==> src/rtl/axi_arbiter.sv <==
// rtl/axi_arbiter.sv - IFU/LSU arbiter onto one AXI4 master port, one transaction at a time
// Define AXI_ARBITER_RR_EN for round-robin tie-breaking; default is fixed LSU priority.
`timescale 1ns/1ps
module axi_arbiter #(
   parameter int ADDR_W = 32,
   parameter int DATA_W = 32
) (
   input  logic                  clock,
   input  logic                  reset,
   // IFU requester
   input  logic                  ifu_req_valid,
   output logic                  ifu_req_ready,
   input  logic [ADDR_W-1:0]     ifu_addr,
   output logic                  ifu_rsp_valid,
   output logic [DATA_W-1:0]     ifu_rdata,
   output logic                  ifu_rsp_err,
   // LSU requester
   input  logic                  lsu_req_valid,
   output logic                  lsu_req_ready,
   input  logic                  lsu_wen,
   input  logic [ADDR_W-1:0]     lsu_addr,
   input  logic [DATA_W-1:0]     lsu_wdata,
   input  logic [DATA_W/8-1:0]   lsu_wstrb,
   input  logic [2:0]            lsu_size,
   output logic                  lsu_rsp_valid,
   output logic [DATA_W-1:0]     lsu_rdata,
   output logic                  lsu_rsp_err,
   // AXI4 master: write address
   input  logic                  io_master_awready,
   output logic                  io_master_awvalid,
   output logic [ADDR_W-1:0]     io_master_awaddr,
   output logic [3:0]            io_master_awid,
   output logic [7:0]            io_master_awlen,
   output logic [2:0]            io_master_awsize,
   output logic [1:0]            io_master_awburst,
   // AXI4 master: write data
   input  logic                  io_master_wready,
   output logic                  io_master_wvalid,
   output logic [DATA_W-1:0]     io_master_wdata,
   output logic [DATA_W/8-1:0]   io_master_wstrb,
   output logic                  io_master_wlast,
   // AXI4 master: write response
   output logic                  io_master_bready,
   input  logic                  io_master_bvalid,
   input  logic [1:0]            io_master_bresp,
   // AXI4 master: read address
   input  logic                  io_master_arready,
   output logic                  io_master_arvalid,
   output logic [ADDR_W-1:0]     io_master_araddr,
   output logic [3:0]            io_master_arid,
   output logic [7:0]            io_master_arlen,
   output logic [2:0]            io_master_arsize,
   output logic [1:0]            io_master_arburst,
   // AXI4 master: read data
   output logic                  io_master_rready,
   input  logic                  io_master_rvalid,
   input  logic [1:0]            io_master_rresp,
   input  logic [DATA_W-1:0]     io_master_rdata
);

   typedef enum logic [2:0] {
      IDLE    = 3'd0,
      RD_AR   = 3'd1,
      RD_R    = 3'd2,
      WR_AW_W = 3'd3,
      WR_B    = 3'd4,
      RESP    = 3'd5
   } state_e;

   state_e                state_q, state_d;
   logic [ADDR_W-1:0]     addr_q, addr_d;
   logic [DATA_W-1:0]     wdata_q, wdata_d;
   logic [DATA_W-1:0]     rdata_q, rdata_d;
   logic [DATA_W/8-1:0]   wstrb_q, wstrb_d;
   logic [2:0]            size_q, size_d;
   logic [1:0]            resp_q, resp_d;
   logic                  wen_q, wen_d;
   logic                  owner_q, owner_d;      // 1 = LSU owns the transaction
   logic                  aw_done_q, aw_done_d;
   logic                  w_done_q, w_done_d;

   logic                  lsu_prio;
   logic                  lsu_sel;
   logic                  lsu_grant;
   logic                  ifu_grant;
   logic                  lsu_misaligned;
   logic                  aw_hs;
   logic                  w_hs;

`ifdef AXI_ARBITER_RR_EN
   logic                  last_grant_q, last_grant_d;   // 1 = LSU got the most recent grant

   assign lsu_prio     = ~last_grant_q;
   assign last_grant_d = lsu_grant ? 1'b1 : (ifu_grant ? 1'b0 : last_grant_q);

   always_ff @(posedge clock) begin
      if (!reset) begin
         last_grant_q <= 1'b0;
      end else begin
         last_grant_q <= last_grant_d;
      end
   end
`else
   assign lsu_prio = 1'b1;
`endif

   // Ready is a pure function of the pending requests so only the winner sees it.
   assign lsu_sel       = lsu_req_valid & (lsu_prio | ~ifu_req_valid);
   assign lsu_req_ready = reset & (state_q == IDLE) & lsu_sel;
   assign ifu_req_ready = reset & (state_q == IDLE) & ifu_req_valid & ~lsu_sel;
   assign lsu_grant     = lsu_req_valid & lsu_req_ready;
   assign ifu_grant     = ifu_req_valid & ifu_req_ready;

   assign lsu_misaligned = ((lsu_size == 3'b010) && (lsu_addr[1:0] != 2'b00)) ||
                           ((lsu_size == 3'b001) && lsu_addr[0]);

   assign aw_hs = io_master_awvalid & io_master_awready;
   assign w_hs  = io_master_wvalid & io_master_wready;

   always_comb begin
      state_d   = state_q;
      addr_d    = addr_q;
      wdata_d   = wdata_q;
      rdata_d   = rdata_q;
      wstrb_d   = wstrb_q;
      size_d    = size_q;
      resp_d    = resp_q;
      wen_d     = wen_q;
      owner_d   = owner_q;
      aw_done_d = aw_done_q;
      w_done_d  = w_done_q;

      case (state_q)
         IDLE: begin
            if (lsu_grant) begin
               addr_d    = lsu_addr;
               wdata_d   = lsu_wdata;
               wstrb_d   = lsu_wstrb;
               size_d    = lsu_size;
               wen_d     = lsu_wen;
               owner_d   = 1'b1;
               aw_done_d = 1'b0;
               w_done_d  = 1'b0;
               rdata_d   = '0;
               resp_d    = 2'b00;
               if (lsu_misaligned) begin
                  resp_d  = 2'b10;
                  state_d = RESP;
               end else if (lsu_wen) begin
                  state_d = WR_AW_W;
               end else begin
                  state_d = RD_AR;
               end
            end else if (ifu_grant) begin
               addr_d    = ifu_addr;
               wdata_d   = '0;
               wstrb_d   = '0;
               size_d    = 3'b010;
               wen_d     = 1'b0;
               owner_d   = 1'b0;
               aw_done_d = 1'b0;
               w_done_d  = 1'b0;
               rdata_d   = '0;
               resp_d    = 2'b00;
               state_d   = RD_AR;
            end
         end
         RD_AR: begin
            if (io_master_arready) begin
               state_d = RD_R;
            end
         end
         RD_R: begin
            if (io_master_rvalid) begin
               rdata_d = io_master_rdata;
               resp_d  = io_master_rresp;
               state_d = RESP;
            end
         end
         WR_AW_W: begin
            aw_done_d = aw_done_q | aw_hs;
            w_done_d  = w_done_q | w_hs;
            if (aw_done_d && w_done_d) begin
               state_d = WR_B;
            end
         end
         WR_B: begin
            if (io_master_bvalid) begin
               resp_d  = io_master_bresp;
               state_d = RESP;
            end
         end
         RESP: begin
            state_d = IDLE;
         end
         default: begin
            state_d = IDLE;
         end
      endcase
   end

   always_ff @(posedge clock) begin
      if (!reset) begin
         state_q   <= IDLE;
         addr_q    <= '0;
         wdata_q   <= '0;
         rdata_q   <= '0;
         wstrb_q   <= '0;
         size_q    <= '0;
         resp_q    <= '0;
         wen_q     <= 1'b0;
         owner_q   <= 1'b0;
         aw_done_q <= 1'b0;
         w_done_q  <= 1'b0;
      end else begin
         state_q   <= state_d;
         addr_q    <= addr_d;
         wdata_q   <= wdata_d;
         rdata_q   <= rdata_d;
         wstrb_q   <= wstrb_d;
         size_q    <= size_d;
         resp_q    <= resp_d;
         wen_q     <= wen_d;
         owner_q   <= owner_d;
         aw_done_q <= aw_done_d;
         w_done_q  <= w_done_d;
      end
   end

   assign io_master_awvalid = (state_q == WR_AW_W) & ~aw_done_q;
   assign io_master_awaddr  = addr_q;
   assign io_master_awid    = 4'd0;
   assign io_master_awlen   = 8'd0;
   assign io_master_awsize  = size_q;
   assign io_master_awburst = 2'b01;

   // Byte lanes follow the low address bits; strobes shifted past the bus width fall off.
   assign io_master_wvalid  = (state_q == WR_AW_W) & ~w_done_q;
   assign io_master_wdata   = wdata_q << {addr_q[1:0], 3'b000};
   assign io_master_wstrb   = wstrb_q << addr_q[1:0];
   assign io_master_wlast   = io_master_wvalid;

   assign io_master_bready  = (state_q == WR_B);

   assign io_master_arvalid = (state_q == RD_AR);
   assign io_master_araddr  = addr_q;
   assign io_master_arid    = 4'd0;
   assign io_master_arlen   = 8'd0;
   assign io_master_arsize  = size_q;
   assign io_master_arburst = 2'b01;

   assign io_master_rready  = (state_q == RD_R);

   assign ifu_rsp_valid = (state_q == RESP) & ~owner_q;
   assign ifu_rdata     = rdata_q;
   assign ifu_rsp_err   = (resp_q != 2'b00);

   assign lsu_rsp_valid = (state_q == RESP) & owner_q;
   assign lsu_rdata     = wen_q ? '0 : (rdata_q >> {addr_q[1:0], 3'b000});
   assign lsu_rsp_err   = (resp_q != 2'b00);

endmodule

==> config.mk <==
export PLATFORM = sky130hd
export DESIGN_NAME = axi_arbiter
export DESIGN_NICKNAME = d
export VERILOG_FILES = /design/src/rtl/axi_arbiter.sv
export SDC_FILE = /design/constraint.sdc
export NUM_CORES = 1
export LEC_CHECK = 0
export BUFFER_PORTS_ARGS = -buffer_cell sky130_fd_sc_hd__buf_2
export CAP_MARGIN = 20
export CORE_AREA = 2 2 139 141
export DETAILED_ROUTE_END_ITERATION = 6
export DIE_AREA = 0 0 141 143
export PLACE_DENSITY_LB_ADDON = 0.08
export SLEW_MARGIN = 15
export SYNTH_ARGS = -nofsm -noshare
export SYNTH_HDL_FRONTEND = slang
export SYNTH_SLANG_ARGS = --single-unit
==> constraint.sdc <==
create_clock -name clock -period 4.7 [get_ports clock]
set_clock_uncertainty 0.1 [all_clocks]
set_input_delay 0.235 -clock clock [delete_from_list [all_inputs] [get_ports clock]]
set_output_delay 0.235 -clock clock [all_outputs]
set_load 0.01 [all_outputs]
==> results_dict.tcl <==
set metrics [dict create \
    run_status "finished, final reports clean" \
    power-per-cell-area_nw_per_um2 478.3 \
    share_clk_of_total_power_pct 19.7 \
    synth_enable_flop_cells 0 \
    prevailing_post_synth_register_cell "dfxtp_1" \
    crit_path_max_fanout 69 \
    min_period_over_period_pct 68.63 \
    max-clock-path-buffers 2 \
    place.detailed.instances 1213 \
    htree_num_levels 3 \
    wl_per_cell_um 17.06 \
    post-dp-hpwl_mm 15.12 \
    ys_seq_elements 112 \
    sequence_of_cells_on_the_critical_path "nor4b_4 -> nand2_4 -> clkinv_2 -> buf_2" \
    post-route-min-period_ns 3.226 \
    delay_of_the_slowest_cell_on_the_worst_path_ns 0.91 \
    logic_pwr_share_pct 43.2 \
    gp_routability_congestion 0.7963 \
    crit_path_start_kind "register" \
    cpMaxStageDelayCell "clkinv_2" \
    postCtsHoldBufs 0 \
    tns_ns 0 \
    filler_cell_count 1974 \
    stdcell_count 1230 \
    global_route.usage.total_pct 19.74 \
    io_pins 359 \
    chipWidth_um 141 \
    clkLatencyLatePin_ns 0.35 \
    grt_max_degree 82 \
    finalSetupViolations 0 \
    finalNetCount 1139 \
    global_route_wire_length_before_repair_mm 31.02 \
    sequential_to_total_area_share_from_yosys_stat_pct 36.44 \
    worst-path-buf-inv 2 \
    post_cts_resized 0 \
    critPathRequiredTime_ns 4.37 \
    syn_area_per_cell_um2 8.280 \
    drt-pass1-iter-count 6 \
    worst_hold_slack_ns 0.03457 \
    async_set_or_reset_flop_fraction_in_the_synthesized_netlist_pct 0 \
    hp-class "in -> reg" \
    slew_headroom_pct 30.80 \
    timing_max_transition_violations_final 0 \
    routed_wirelength_mm 20.98 \
    synth.distinct_cells 41 \
    chipHeight_um 143 \
    vias_in_the_first_global_route 5390 \
    grt_setup_unrepaired "false" \
    proportion_of_layout_cells_with_a_drive_suffix_above_1_pct 37.32 \
    switching_power_uw 1542 \
    synthCells 743 \
    yosysWarningCount 0 \
    syn2layout_area_growth_pct 26.03 \
    end_kind "output pin" \
    cts_tree "done" \
    cts-buffers-inserted 9 \
    netlist_area_um2 6152 \
    critical_path.top_delay_family "buffers and inverters" \
    total_leakage_power_uw 0.003976 \
    number_of_antenna_violations_at_the_first_check_in_global_routing 2 \
    fp.dieArea_um2 20160 \
    floorplan.rows 50 \
    cts.reportedPaths.clkPinSlew_ns 0.08 \
    detailroute.via_count 6024 \
    clock_tree.root_cell "clkbuf_16" \
    max_cap_viol_count 0 \
    postCtsSetupRepairBufs 0 \
    floorplan.core_area_um2 18580 \
    initialDrtViolationCount 292 \
    drc_errors 0 \
    cts_num_sinks 112 \
    routed_via_density 4.898 \
    p_int_uw 2167 \
    vdd.ir_drop.worst_mv 0.3027 \
    ant_nets 0 \
    sequentialPowerShare_pct 37.1 \
    hold_viol 0 \
    switching_share_pct 41.58 \
    maxClockFrequency_ghz 0.3100 \
    cp.arrival_ns 2.89 \
    initial_utilization_pct 33.11 \
    total_global_routing_overflow 0 \
    port_buffers 330 \
    worstSetupPathType "reg -> out" \
    timing_worst_slew_pin_value_ns 1.037 \
]
cell usage after synthesis (22+ instances only):
master / n / share of area [%]
nor2_1: 78 / 4.8
nand2_1: 76 / 4.6
o211a_1: 26 / 4.2
a211oi_1: 27 / 3.3
mux2i_1: 34 / 5.5
a22oi_1: 72 / 8.8
dfxtp_1: 112 / 36
nand3_1: 26 / 2.1
buf_4: 71 / 8.7
nor2b_1: 69 / 7.0
buf_2: 22 / 1.8
clkbuf_1: 32 / 2.0
registers in the layout, summed over array words and instances (netlist names):
name	cells
ifu_rdata	32
io_master_araddr	32
wdata_q	32
wstrb_q	4
io_master_arsize	3
state_q	3
resp_q	2
aw_done_q	1
owner_q	1
w_done_q	1
wen_q	1
power groups by stage:
stage	Sequential [µW]	Clock, µW	Combinational [µW]
floorplan	1320	0	1230
global placement	1400	0	1620
detailed placement	1400	0	1620
CTS	1380	763	1620
global route	1410	797	1770
finish	1380	731	1600
worst paths after layout:
kind | startpoint | end | slack [ns] | cells after the start
worst min register to register | resp_q[0] | resp_q[0] | 0.36 | 2
worst max register to register | state_q[0] | io_master_araddr[8] | 1.81 | 6
worst max-delay path | state_q[0] | lsu_req_ready | 1.47 | 4
worst min-delay path | io_master_rdata[2] | ifu_rdata[2] | 0.03 | 3
metal layers:
| layer | wire (µm) | track usage, % | share of wire (%) | vias up |
|---|---|---|---|---|
| met5 | 0 | 0 | 0 | - |
| met4 | 248 | 6.158 | 1.2 | 0 |
| met3 | 1380 | 3.454 | 6.6 | 15 |
| met2 | 9871 | 32.25 | 47 | 238 |
| met1 | 9482 | 26.65 | 45 | 2780 |
| li1 | - | - | - | 2991 |
layout make-up:
| class | count | area, µm² | share of cell area (%) |
|---|---|---|---|
| repair buffers | 339 | 1719 | 22.17 |
| flip-flops and latches | 112 | 2245 | 28.95 |
| inverters | 4 | 16.27 | 0.2098 |
| clock buffers | 10 | 239.0 | 3.082 |
| multi-input cells | 524 | 3203 | 41.31 |
| diodes | 2 | 5.005 | 0.06455 |
| well taps | 234 | 292.8 | 3.776 |
| clock inverters | 5 | 33.78 | 0.4357 |
worst register-to-register path: cells and delay by family, from the launching register on:
family                 cells  cell delay (ns)
AO/OA/AOI/OAI              1             0.17
flip-flops                 1             0.67
buffers and inverters      1             0.92
AND/OR/NAND/NOR            4             0.93
metrics by stage:
| step | utilization (%) | instance area (µm²) | power, µW | setup slack, ns |
|---|---|---|---|---|
| global route | 41.73 | 7754 | 3975 | 1.274 |
| detailed placement | 40.24 | 7476 | 3022 | 1.761 |
| CTS | 41.70 | 7749 | 3767 | 1.453 |
| global placement | 40.24 | 7476 | 3026 | 1.818 |
| finish | 41.73 | 7754 | 3709 | 1.475 |
| floorplan | - | 6250 | 2556 | 2.758 |
layout by cell type, fill, tap and decap left out, types with 2 or more instances in the layout:
cell type | Yosys | layout
a211oi_1 | 27 | 27
a21oi_1 | 20 | 20
a221oi_1 | 2 | 2
a22oi_1 | 72 | 72
a311oi_2 | 5 | 5
and2_1 | 18 | 18
and3b_1 | 2 | 2
buf_2 | 22 | 330
buf_4 | 71 | 9
clkbuf_16 | 0 | 9
clkinv_2 | 1 | 3
clkinvlp_4 | 0 | 2
conb_1 | 2 | 28
dfxtp_1 | 112 | 110
dfxtp_2 | 0 | 2
diode_2 | 0 | 2
inv_1 | 3 | 3
mux2i_1 | 34 | 34
nand2_1 | 76 | 76
nand3_1 | 26 | 26
nand3b_1 | 2 | 2
nor2_1 | 78 | 78
nor2b_1 | 69 | 69
nor3_1 | 3 | 3
o211a_1 | 26 | 26
o21a_1 | 3 | 2
o21ai_0 | 14 | 14
o22ai_1 | 4 | 4
or2_2 | 2 | 2
cells by family (layout without fill, tap and decap cells):
group | Yosys count | count (layout) | share of synthesized area (%)
AO/OA/AOI/OAI | 179 | 179 | 22.25
multiplexers | 34 | 34 | 5.532
flip-flops | 112 | 112 | 36.44
other | 2 | 30 | 0.1221
buffers and inverters | 133 | 358 | 13.16
AND/OR/NAND/NOR | 283 | 283 | 22.49
(Power assumes the default switching activity.)
